### src/rtl/bin2bcd_seq.sv
// Sequential binary-to-BCD converter (shift-and-add-3, one bit per clock).
// bcd/overflow hold the last result while a new conversion runs.
module bin2bcd_seq #(
    parameter int WIDTH  = 16,
    parameter int DIGITS = 5
) (
    input  logic                  clk,
    input  logic                  rst,
    input  logic                  start,
    input  logic [WIDTH-1:0]      bin,
    output logic [4*DIGITS-1:0]   bcd,
    output logic                  busy,
    output logic                  done,
    output logic                  overflow
);

    localparam int CW = $clog2(WIDTH + 1);

    typedef enum logic {IDLE, CONV} state_t;

    state_t                state, state_nx;
    logic [WIDTH-1:0]      sh, sh_nx, sh_sh;
    logic [4*DIGITS-1:0]   acc, acc_nx, acc_sh, adj;
    logic                  ovf, ovf_nx, ovf_sh;
    logic [CW-1:0]         cnt, cnt_nx;
    logic [4*DIGITS-1:0]   bcd_nx;
    logic                  overflow_nx, done_nx;

    always_ff @(posedge clk or posedge rst) begin
        if (rst) begin
            state    <= IDLE;
            sh       <= '0;
            acc      <= '0;
            ovf      <= 1'b0;
            cnt      <= '0;
            bcd      <= '0;
            overflow <= 1'b0;
            done     <= 1'b0;
        end else begin
            state    <= state_nx;
            sh       <= sh_nx;
            acc      <= acc_nx;
            ovf      <= ovf_nx;
            cnt      <= cnt_nx;
            bcd      <= bcd_nx;
            overflow <= overflow_nx;
            done     <= done_nx;
        end
    end

    assign busy = (state == CONV);

    always_comb begin
        // Add-3 on the pre-shift digits, then shift {acc,sh} left by one.
        adj = acc;
        for (int unsigned i = 0; i < DIGITS; i++) begin
            if (acc[4*i +: 4] >= 4'd5)
                adj[4*i +: 4] = acc[4*i +: 4] + 4'd3;
        end
        sh_sh  = sh << 1;
        acc_sh = {adj[4*DIGITS-2:0], sh[WIDTH-1]};
        // A bit leaving the top digit means the value no longer fits in DIGITS.
        ovf_sh = ovf | adj[4*DIGITS-1];

        state_nx    = state;
        sh_nx       = sh;
        acc_nx      = acc;
        ovf_nx      = ovf;
        cnt_nx      = cnt;
        bcd_nx      = bcd;
        overflow_nx = overflow;
        done_nx     = 1'b0;

        case (state)
            IDLE: begin
                if (start) begin
                    sh_nx    = bin;
                    acc_nx   = '0;
                    ovf_nx   = 1'b0;
                    cnt_nx   = CW'(WIDTH);
                    state_nx = CONV;
                end
            end
            CONV: begin
                sh_nx  = sh_sh;
                acc_nx = acc_sh;
                ovf_nx = ovf_sh;
                cnt_nx = cnt - CW'(1);
                if (cnt == CW'(1)) begin
                    done_nx     = 1'b1;
                    state_nx    = IDLE;
                    overflow_nx = ovf_sh;
                    bcd_nx      = ovf_sh ? '1 : acc_sh;
                end
            end
            default: state_nx = IDLE;
        endcase
    end

endmodule

### config.mk
export PLATFORM = sky130hd
export DESIGN_NAME = bin2bcd_seq
export DESIGN_NICKNAME = d
export VERILOG_FILES = /design/src/rtl/bin2bcd_seq.sv
export SDC_FILE = /design/constraint.sdc
export NUM_CORES = 1
export LEC_CHECK = 0
export BUFFER_PORTS_ARGS = -buffer_cell sky130_fd_sc_hd__buf_2
export CORE_ASPECT_RATIO = 1.25
export CORE_UTILIZATION = 45
export CTS_CLUSTER_SIZE = 10
export DETAILED_ROUTE_END_ITERATION = 16
export PLACE_DENSITY = 0.67
export SETUP_SLACK_MARGIN = 0.3
export SKIP_CTS_REPAIR_TIMING = 1
export SLEW_MARGIN = 25
export SYNTH_ARGS = -nofsm -noshare
export SYNTH_HDL_FRONTEND = slang
export SYNTH_SLANG_ARGS = --single-unit
### constraint.sdc
create_clock -name clk -period 1.9 [get_ports clk]
set_input_delay 0.38 -clock clk [delete_from_list [all_inputs] [get_ports clk]]
set_output_delay 0.38 -clock clk [all_outputs]
set_load 0.05 [all_outputs]
== Word level (Yosys, flattened, before mapping) ==
Cells that the tools add are included.

* Register bits: 65
* Input bits: 19
* Output and inout port bits: 23

* Add/sub/neg operators: 6
* Order comparisons: 5
* Eq/ne operators: 2
* Muxes and demuxes: 19
* Bitwise operators: 2
* Reductions and logical operators: 1

{| class="wikitable"
|+ Operators by type and width
! cell !! count
|-
| 20-bit two-way mux || 2
|-
| 20-bit one-hot mux with 2 select lines || 1
|-
| 16-bit one-hot mux with 2 select lines || 1
|-
| 4-bit by 2-bit adder with 4-bit output (second input constant) || 5
|-
| 4-bit by 3-bit greater-or-equal comparator with 1-bit output (second input constant) || 5
|-
| 4-bit two-way mux || 5
|-
| 16-bit two-way mux || 1
|-
| 5-bit one-hot mux with 2 select lines || 1
|-
| 5-bit by 1-bit equality test with 1-bit output (second input constant) || 1
|-
| 1-bit two-way mux || 5
|-
| 5-bit two-way mux || 1
|-
| 5-bit by 1-bit subtractor with 5-bit output (second input constant) || 1
|-
| 1-bit one-hot mux with 2 select lines || 2
|-
| 2-bit inequality test (second input constant) || 1
|-
| 2-bit AND reduction || 1
|-
| 1-bit inverter || 1
|-
| 1-bit bitwise OR || 1
|}

== Longest topological paths before layout ==
Gate-level depths: netlist (run 1).

* Depth after elaboration: 4
* Mapped depth: 7
* Mapped depth without buffers: 6

== Worst setup path before layout (run 1) ==
Ideal clock, no wire load.

* Kind: reg-to-reg
* Start point: register acc[16]
* End point: register bcd[18]
* Library setup time: 82 ps
* Data arrival time: 1403 ps
* Path slack: 416 ps
* Cell stages (with the launch flop): 6
* Period minus slack after synthesis: 1484 ps
* Path through: dfrtp_1 ha_1 nand2b_1 a21oi_2 mux2_2 a31oi_1

* Word-level cells in the longest chain between the ends: 4

{| class="wikitable"
|+ Ends and longest elaborated chain
! what !! line !! RTL
|-
| start: declaration || 23 || <nowiki>logic [4*DIGITS-1:0] acc, acc_nx, acc_sh, adj;</nowiki>
|-
| start signal: assignment || 42 || <nowiki>acc <= acc_nx;</nowiki>
|-
| 4-bit by 2-bit adder with 4-bit output / 4-bit by 3-bit greater-or-equal comparator with 1-bit output (equally long branches) || 58, 57 ||
|-
| 4-bit two-way mux * || 57 || <nowiki>if (acc[4*i +: 4] >= 4'd5)</nowiki>
|-
| 1-bit bitwise OR || 63 || <nowiki>ovf_sh = ovf | adj[4*DIGITS-1];</nowiki>
|-
| 20-bit two-way mux * || 93 || <nowiki>bcd_nx = ovf_sh ? '1 : acc_sh;</nowiki>
|-
| end signal: assignment || 45 || <nowiki>bcd <= bcd_nx;</nowiki>
|-
| end: declaration || 11 || <nowiki>output logic [4*DIGITS-1:0] bcd,</nowiki>
|}

Every way passes the cells marked *; elsewhere a longest branch is shown, timed or not.
A chain may end at the register's enable or synchronous reset.

== Worst setup path after layout (run 1) ==
* Start point: register acc[4]
* End point: register acc[6]

* Word-level cells in the longest chain between the ends: 3

{| class="wikitable"
|+ Ends and longest elaborated chain
! what !! line !! RTL
|-
| 4-bit by 2-bit adder with 4-bit output / 4-bit by 3-bit greater-or-equal comparator with 1-bit output (equally long branches) || 58, 57 ||
|-
| 4-bit two-way mux * || 57 ||
|-
| 20-bit one-hot mux with 2 select lines * || 74 || <nowiki>case (state)</nowiki>
|}

Marks and branches as above.

==> impl_metrics.yaml, run 1 <==
run_status:
  status: "finished clean"
critical_path:
  max_stage_delay_ns: 0.41
  end_kind: "flip-flop"
  path_cells: "inv_1 -> ha_2 -> nand2b_1 -> a21oi_2 -> mux2_2 -> mux2i_1"
  cp_top_family: "multiplexers"
  start_kind: "flip-flop"
  slowest_stage: "dfrtp_1"
  worst-path-buf-inv: 1
  crit_type: "flip-flop to flip-flop"
  crit_arrival_ns: 1.80
  cp.required_ns: 2.15
  crit_fanout: 4
synth:
  ys.flop_type: "dfrtp_1"
  synth_cells: 308
  synth.yosys.seq_area_share_pct: 50.4
  synth_cell_type_count: 31
  ys_ff_latch: 65
  syn-num-nets: 339
  yosysWarnings: 0
  synth-edff-count: 0
  synthArstFlopShare_pct: 100
  syn_avg_cell_area_um2: 10.5
  synthesis.area_um2: 3230
timing:
  timing.final.crit_share_pct: 81.4
  worst_slew_pin_slew_ns: 0.285
  fin_crit_ns: 1.55
  rsz0062_at_grt: "yes"
  clock_skew_ns: 0.00805
  finalMaxSlewViolations: 0
  max_freq_mhz: 647
  report.final.setup_viol: 0
  setup_tns_ns: 0
  slew_headroom_pct: 80.9
  hold_viol: 0
final_layout:
  fillers: 621
  fin_area_um2: 3770
  diodes: 0
  drive_above_1_share_pct: 26.7
  finalNonFillerCells: 449
  area_growth_pct: 16.9
  multi_input_area_um2: 1460
  final_util_pct: 54.4
  regArea_um2: 1630
  nNetsFinal: 389
floorplan:
  die_h_um: 96.7
  core-area_um2: 6930
  die_w_um: 77.8
  io_pins: 42
  rows: 34
  dieArea_um2: 7520
  initial_utilization_pct: 46.6
clock_network:
  cts_tree: "built"
  clk_path_buf_depth: 2
  numCtsBuffers: 9
  root_buffer: "clkbuf_8"
  clk_latency_ns: 0.33
  cts.reportedPaths.clkPinSlew_ns: 0.07
  cts_max_level: 3
  cts_num_sinks: 65
power:
  cellLeakagePower_nw: 1.80
  p_per_area_nw_per_um2: 1870
  total_power_mw: 7.07
  peakVddDrop_v: 0.000818
drt:
  drt-initial-drc-count: 91
  vias_per_cell: 5.19
  wire_per_inst_um: 13.5
  drcViolationCount: 0
  antenna_left: 0
  wirelength_um: 6040
  firstDrtPassIters: 4
  dr_total_vias: 2332
placement:
  place.port_buffers: 41
  dp_cells: 430
  dp_hpwl_um: 3920
  place_congestion: 0.705
  postPlaceCellArea_um2: 3490
global_route:
  antenna_found_initial: 0
  overflow: 0
  track_usage_pct: 17.6
  grt_pass1_wl_um: 10400
  grt_max_degree: 45
  grt_pass1_vias: 2287
worst_hold_path:
  min_path_type: "input port to async pin"
run:
  max_cap_violations: 0
-- power by group --
group / internal, mW / switching [mW] / total, mW / leakage (nW)
Sequential: 2.01 / 0.500 / 2.51 / 0.773
Clock: 0.514 / 0.477 / 0.990 / 0.0830
Combinational: 1.41 / 2.16 / 3.57 / 0.941
Total: 3.94 / 3.13 / 7.07 / 1.80
-- layer usage --
metal / share of wire (%) / global-route usage [%] / vias up
met2: 49 / 29.1 / 45
li1: - / - / 1155
met5: 0 / 0 / -
met1: 46 / 21.7 / 1125
met4: 1.2 / 8.71 / 0
met3: 3.6 / 3.58 / 7
-- worst reg2reg max path, delay by kind of cell, from the launching register on --
family	cells	cell delay, ns
mux	2	0.52
flops	1	0.41
fa+ha+maj	1	0.20
compound gates	1	0.16
buf+inv	1	0.11
simple gates	1	0.09
-- flip-flops by register name, summed over array words and instances (netlist names) --
name	count
acc	20
bcd	20
sh	16
cnt	5
busy	1
done	1
overflow	1
ovf	1
-- cell families (layout without fill, tap and decap cells) --
| logic type | count (synthesis) | count (layout) | share of synthesized area, % |
|---|---|---|---|
| AO/OA/AOI/OAI | 64 | 64 | 11.3 |
| XOR/XNOR | 8 | 8 | 2.17 |
| adder cells (fa/ha/maj) | 12 | 12 | 4.65 |
| buffers and inverters | 33 | 84 | 6.51 |
| flip-flops | 65 | 65 | 50.4 |
| multiplexers | 41 | 41 | 13.0 |
| AND/OR/NAND/NOR | 85 | 85 | 12.0 |
-- path summary, 6_finish.rpt --
check	from	endpoint	slack, ns	cells after the start
max	acc[4]	acc[6]	0.35	6
min	rst	bcd[4]	0.10	3
max reg2reg	acc[4]	acc[6]	0.35	6
min reg2reg	sh[7]	sh[8]	0.48	2
max in group asynchronous	rst	sh[4]	1.53	3
min in group clk	bin[0]	sh[0]	0.30	3
-- cell type report --
class                      instances  area share [%]
clock inverter                     1           0.133
sequential                        65            43.2
tap                               90            2.98
inverter                          15            1.59
clock buffer                      11            4.01
timing repair buffer              57            9.35
multi-input combinational        210            38.7
-- through the flow --
stage,hold slack (ns),worst slack (ns)
floorplan,0.449,0.416
global placement,0.463,0.328
detailed placement,0.470,0.244
CTS,0.116,0.239
global route,0.133,0.267
finish,0.104,0.354
-- cell usage in the layout (no fill, tap or decap), drive strengths merged --
master / instances
mux2i: 34
o21ai: 22
xnor2: 5
nand2b: 8
ha: 12
dfrtp: 65
inv: 13
nor2: 26
xor2: 3
clkinvlp: 1
mux2: 7
and4b: 1
a21o: 1
clkinv: 2
o21a: 1
a21oi: 18
buf: 56
nand2: 37
or2b: 1
a31oi: 20
o31ai: 2
clkbuf: 12
nor3b: 9
nor3: 3
-- Yosys cell counts (2+ instances only) --
cell type	n	area (um2)
o21ai_0	21	105
nand2b_1	8	50.1
buf_6	3	33.8
mux2_2	7	78.8
nor3_1	3	15.0
dfrtp_1	65	1630
a21oi_2	2	17.5
mux2i_1	34	340
xnor2_1	5	43.8
ha_1	12	150
clkbuf_1	3	11.3
a21oi_1	16	80.1
nor2_1	25	93.8
xor2_1	3	26.3
buf_2	6	30.0
a31oi_1	20	125
o31ai_1	2	15.0
clkbuf_8	2	27.5
nor3b_1	9	67.6
buf_12	2	40.0
inv_1	14	52.6
nand2_1	37	139
Note: power is estimated with default switching activity, not from simulation.
==> inputs of run 2 (changes only) <==
==> constraint.sdc (replaced) <==
create_clock -name clk -period 1.4 [get_ports clk]
set_input_delay 0.28 -clock clk [delete_from_list [all_inputs] [get_ports clk]]
set_output_delay 0.28 -clock clk [all_outputs]
set_load 0.05 [all_outputs]
==> run 2 against run 1 <==
Net effect: the flow now finishes with violations (negative setup slack); design area rose by 33%; combinational power rose by 120%; via count up 14%; critical path depth unchanged; critical path type unchanged; largest power group unchanged; highest routed layer unchanged.
==> impl_metrics.yaml, run 2 (synthesized netlist as in run 1, its figures left out) <==
global_route:
  grt_max_degree: 47
  antenna_found_initial: 0
  overflow: 0
  grt_pass1_vias: 2445
  grt_pass1_wl_um: 11200
  track_usage_pct: 19.4
floorplan:
  core-area_um2: 6930
  initial_utilization_pct: 46.6
  rows: 34
  dieArea_um2: 7520
  io_pins: 42
  die_w_um: 77.8
  die_h_um: 96.7
placement:
  postPlaceCellArea_um2: 3830
  place.port_buffers: 41
  place_congestion: 0.734
  dp_hpwl_um: 4500
power:
  swShare_pct: 42.2
  cellLeakagePower_nw: 2.32
  p_seq_share_pct: 26.9
  switchingPower_mw: 5.64
  p_per_area_nw_per_um2: 2670
  power_frac_comb_pct: 59.2
  p_int_mw: 7.74
  power_frac_clock_pct: 14.0
  peakVddDrop_v: 0.00127
timing:
  whs_ns: 0.178
  fin_crit_ns: 1.60
  hold_viol: 0
  finalMaxSlewViolations: 0
  worst_slew_pin_slew_ns: 0.376
  clock_skew_ns: 0.00685
  setup_slack_ns: -0.203
  report.final.setup_viol: 28
  rsz0062_at_grt: "yes"
  slew_headroom_pct: 74.7
  max_freq_mhz: 624
  timing.final.crit_share_pct: 114
clock_network:
  root_buffer: "clkbuf_8"
  cts_max_level: 3
  clk_path_buf_depth: 2
  cts_num_sinks: 65
  numCtsBuffers: 9
  clk_latency_ns: 0.36
  cts.reportedPaths.clkPinSlew_ns: 0.08
  cts_tree: "built"
worst_hold_path:
  min_path_type: "input port to flip-flop"
final_layout:
  regArea_um2: 1630
  multi_input_area_um2: 1840
  layout_commonest_cell: "dfrtp_1"
  top_regs: "acc (20), bcd (20), sh (16)"
  drive_above_1_share_pct: 51.8
  diodes: 0
  area_growth_pct: 55.1
  fin_area_um2: 5010
  fillers: 484
  nNetsFinal: 441
  final_util_pct: 72.2
  layout_common_cells: "dfrtp_1, buf_6, buf_4"
drt:
  antenna_left: 0
  vias_per_cell: 5.28
  dr_total_vias: 2665
  firstDrtPassIters: 6
  wire_per_inst_um: 17.6
  drcViolationCount: 0
  drt-initial-drc-count: 126
  wirelength_um: 8890
run_status:
  violations: "negative setup slack"
  status: "finished with violations"
critical_path:
  end_kind: "flip-flop"
  reg2reg_slack_ns: -0.20
  slowest_stage: "dfrtp_1"
  worst-path-buf-inv: 1
  crit_arrival_ns: 1.85
  crit_type: "flip-flop to flip-flop"
  crit_fanout: 21
  max_stage_delay_ns: 0.39
  cp.required_ns: 1.65
  path_cells: "inv_2 -> ha_2 -> nand2b_4 -> nand2b_1 -> o21a_4 -> a31oi_1"
  cp_top_family: "compound AO/OA/AOI/OAI gates"
  start_kind: "flip-flop"
run:
  max_cap_violations: 0
## run 2: cell type report
type | count | area share (%)
multi-input combinational | 210 | 36.8
sequential | 65 | 32.6
timing repair buffer | 109 | 22.6
clock buffer | 10 | 2.75
tap | 90 | 2.25
clock inverter | 6 | 1.80
inverter | 15 | 1.30
## run 2: power groups by stage
| stage | sequential [mW] | combinational (mW) | clock [mW] |
|---|---|---|---|
| finish | 3.59 | 7.92 | 1.87 |
| CTS | 3.40 | 5.57 | 1.87 |
| global placement | 3.39 | 5.37 | 0 |
| detailed placement | 3.43 | 5.55 | 0 |
| floorplan | 4.41 | 3.24 | 0 |
| global route | 3.69 | 8.47 | 1.96 |
## run 2: per-layer routing
metal | global-route usage, % | share of wire (%) | up-vias
met5 | 0 | 0 | -
met4 | 10.7 | 2.1 | 0
met3 | 3.30 | 3.4 | 17
met2 | 32.9 | 55 | 73
met1 | 23.1 | 40 | 1313
li1 | - | - | 1262
## run 2: worst paths after layout
kind,start,to,depth (start not counted)
max,acc[17],bcd[10],6
min,bin[0],sh[0],3
max reg2reg,acc[17],bcd[10],6
min reg2reg,sh[0],sh[1],2
max in group asynchronous,rst,acc[12],4
min in group asynchronous,rst,acc[4],3
## run 2: per-stage QoR
stage	TNS (ns)	cells	setup WS, ns	power (mW)
floorplan	0	308	0.0224	7.65
global placement	-1.88	446	-0.0990	8.76
detailed placement	-2.86	446	-0.149	8.98
CTS	-3.09	462	-0.175	10.8
global route	-3.85	505	-0.224	14.1
finish	-1.79	505	-0.203	13.4
## run 2: tightest hold or removal path, cell delays in order
cell and delay [ns]:
buf_2 0.08, mux2i_1 0.06, nor2_1 0.08
==> inputs of run 3 (changes only) <==
--- a/config.mk
+++ b/config.mk
@@ -8,9 +8,10 @@
 export BUFFER_PORTS_ARGS = -buffer_cell sky130_fd_sc_hd__buf_2
 export CORE_ASPECT_RATIO = 1.25
 export CORE_UTILIZATION = 45
+export CTS_BUF_LIST = sky130_fd_sc_hd__clkbuf_4 sky130_fd_sc_hd__clkbuf_8
 export CTS_CLUSTER_SIZE = 10
 export DETAILED_ROUTE_END_ITERATION = 16
-export PLACE_DENSITY = 0.67
+export PLACE_DENSITY_LB_ADDON = 0.25
 export SETUP_SLACK_MARGIN = 0.3
 export SKIP_CTS_REPAIR_TIMING = 1
 export SLEW_MARGIN = 25
==> run 3 against run 2 <==
Net effect: the flow still finishes with violations (negative setup slack); cell count decreased by 2.4%; worst hold slack got worse by 0.16 ns; non-clock buffer count down 13; first-iteration DRC count increased by 27%; global-route usage is 2.1 points lower; critical endpoint unchanged.
==> impl_metrics.yaml, run 3 (synthesized netlist as in run 1, its figures left out) <==
run_status:
  status: "finished with violations"
  violations: "negative setup slack"
timing:
  fin_crit_ns: 1.57
  clock_skew_ns: 0.00942
  setup_tns_ns: -2.89
  hold_viol: 0
  timing.final.crit_share_pct: 112
  setup_slack_ns: -0.166
  worst_slew_pin_slew_ns: 0.357
  slew_headroom_pct: 76.0
  max_freq_mhz: 638
  finalMaxSlewViolations: 0
  whs_ns: 0.0150
  rsz0062_at_grt: "yes"
  report.final.setup_viol: 28
power:
  cellLeakagePower_nw: 2.28
  power_frac_comb_pct: 59.9
  p_int_mw: 7.53
  power_frac_clock_pct: 12.3
  peakVddDrop_v: 0.00149
  switchingPower_mw: 5.67
  p_seq_share_pct: 27.8
  p_per_area_nw_per_um2: 2640
  swShare_pct: 43.0
  total_power_mw: 13.2
placement:
  postPlaceCellArea_um2: 3780
  dp_hpwl_um: 4200
  dp_cells: 442
  place.port_buffers: 41
  place_congestion: 0.727
  pre_cts_ws_ns: -0.154
floorplan:
  io_pins: 42
  rows: 34
  die_h_um: 96.7
  initial_utilization_pct: 46.6
  die_w_um: 77.8
  core-area_um2: 6930
  dieArea_um2: 7520
drt:
  wire_per_inst_um: 17.4
  wl_met1_um: 3350
  routed.top_layer: "met4"
  firstDrtPassIters: 4
  drcViolationCount: 0
  wirelength_um: 8590
  drt-initial-drc-count: 160
  antenna_left: 0
  wl_met2_um: 4690
  dr_wl_met3_um: 310
  vias_per_cell: 5.37
  dr_total_vias: 2646
worst_hold_path:
  min_path_type: "input port to async pin"
final_layout:
  nNetsFinal: 430
  diodes: 0
  finalNonFillerCells: 493
  fillers: 464
  fin_area_um2: 5000
  top_regs: "acc (20), bcd (20), sh (16)"
  final_util_pct: 72.1
  drive_above_1_share_pct: 54.3
  area_growth_pct: 54.8
  layout_commonest_cell: "dfrtp_1"
  layout_common_cells: "dfrtp_1, buf_4, mux2i_1"
run:
  max_cap_violations: 0
critical_path:
  end_kind: "flip-flop"
  crit_arrival_ns: 1.82
  cp.required_ns: 1.65
  start_kind: "flip-flop"
  crit_type: "flip-flop to flip-flop"
  crit_fanout: 6
clock_network:
  numCtsBuffers: 9
  cts_max_level: 3
  root_buffer: "clkbuf_8"
  cts.reportedPaths.clkPinSlew_ns: 0.07
  cts_num_sinks: 65
  cts_tree: "built"
  clk_path_buf_depth: 2
  clk_latency_ns: 0.34
global_route:
  grt_max_degree: 66
  grt_pass1_wl_um: 10100
  grt_pass1_vias: 2343
  overflow: 0
  antenna_found_initial: 0
  track_usage_pct: 17.3
run 3: power by group through the flow:
stage / logic (mW) / registers [mW] / clock network, mW
global placement: 5.30 / 3.38 / 0
finish: 7.91 / 3.67 / 1.62
floorplan: 3.24 / 4.41 / 0
CTS: 5.44 / 3.41 / 1.64
detailed placement: 5.42 / 3.43 / 0
global route: 8.41 / 3.76 / 1.73
run 3: layout make-up:
| class | instances | area, um2 | area share, % |
|---|---|---|---|
| multi-input cells | 212 | 1990 | 39.8 |
| well taps | 90 | 113 | 2.25 |
| repair buffers | 96 | 993 | 19.9 |
| clock buffers | 12 | 159 | 3.18 |
| clock inverters | 3 | 40.0 | 0.801 |
| flip-flops and latches | 65 | 1630 | 32.7 |
| inverters | 15 | 67.6 | 1.35 |
run 3: per-layer routing:
metal  global-route usage (%)  up-vias
met4                     8.85        0
met3                     4.34       19
met5                        0        -
li1                         -     1244
met2                     30.0       64
met1                     19.3     1319
run 3: worst max-delay path, stage by stage, from the launching register on:
cell      delay, ns
dfrtp_1        0.40
inv_2          0.10
ha_2           0.17
nand2b_4       0.13
nand2b_1       0.15
o21a_4         0.30
a31oi_1        0.21
run 3: final timing paths:
check	startpoint	end	slack (ns)	cells after the start
max	acc[17]	bcd[10]	-0.17	6
min in group clk	bin[0]	sh[0]	0.19	3
max reg2reg	acc[17]	bcd[10]	-0.17	6
min	rst	acc[4]	0.01	3
min reg2reg	sh[9]	sh[10]	0.50	2
max in group asynchronous	rst	acc[16]	1.08	3
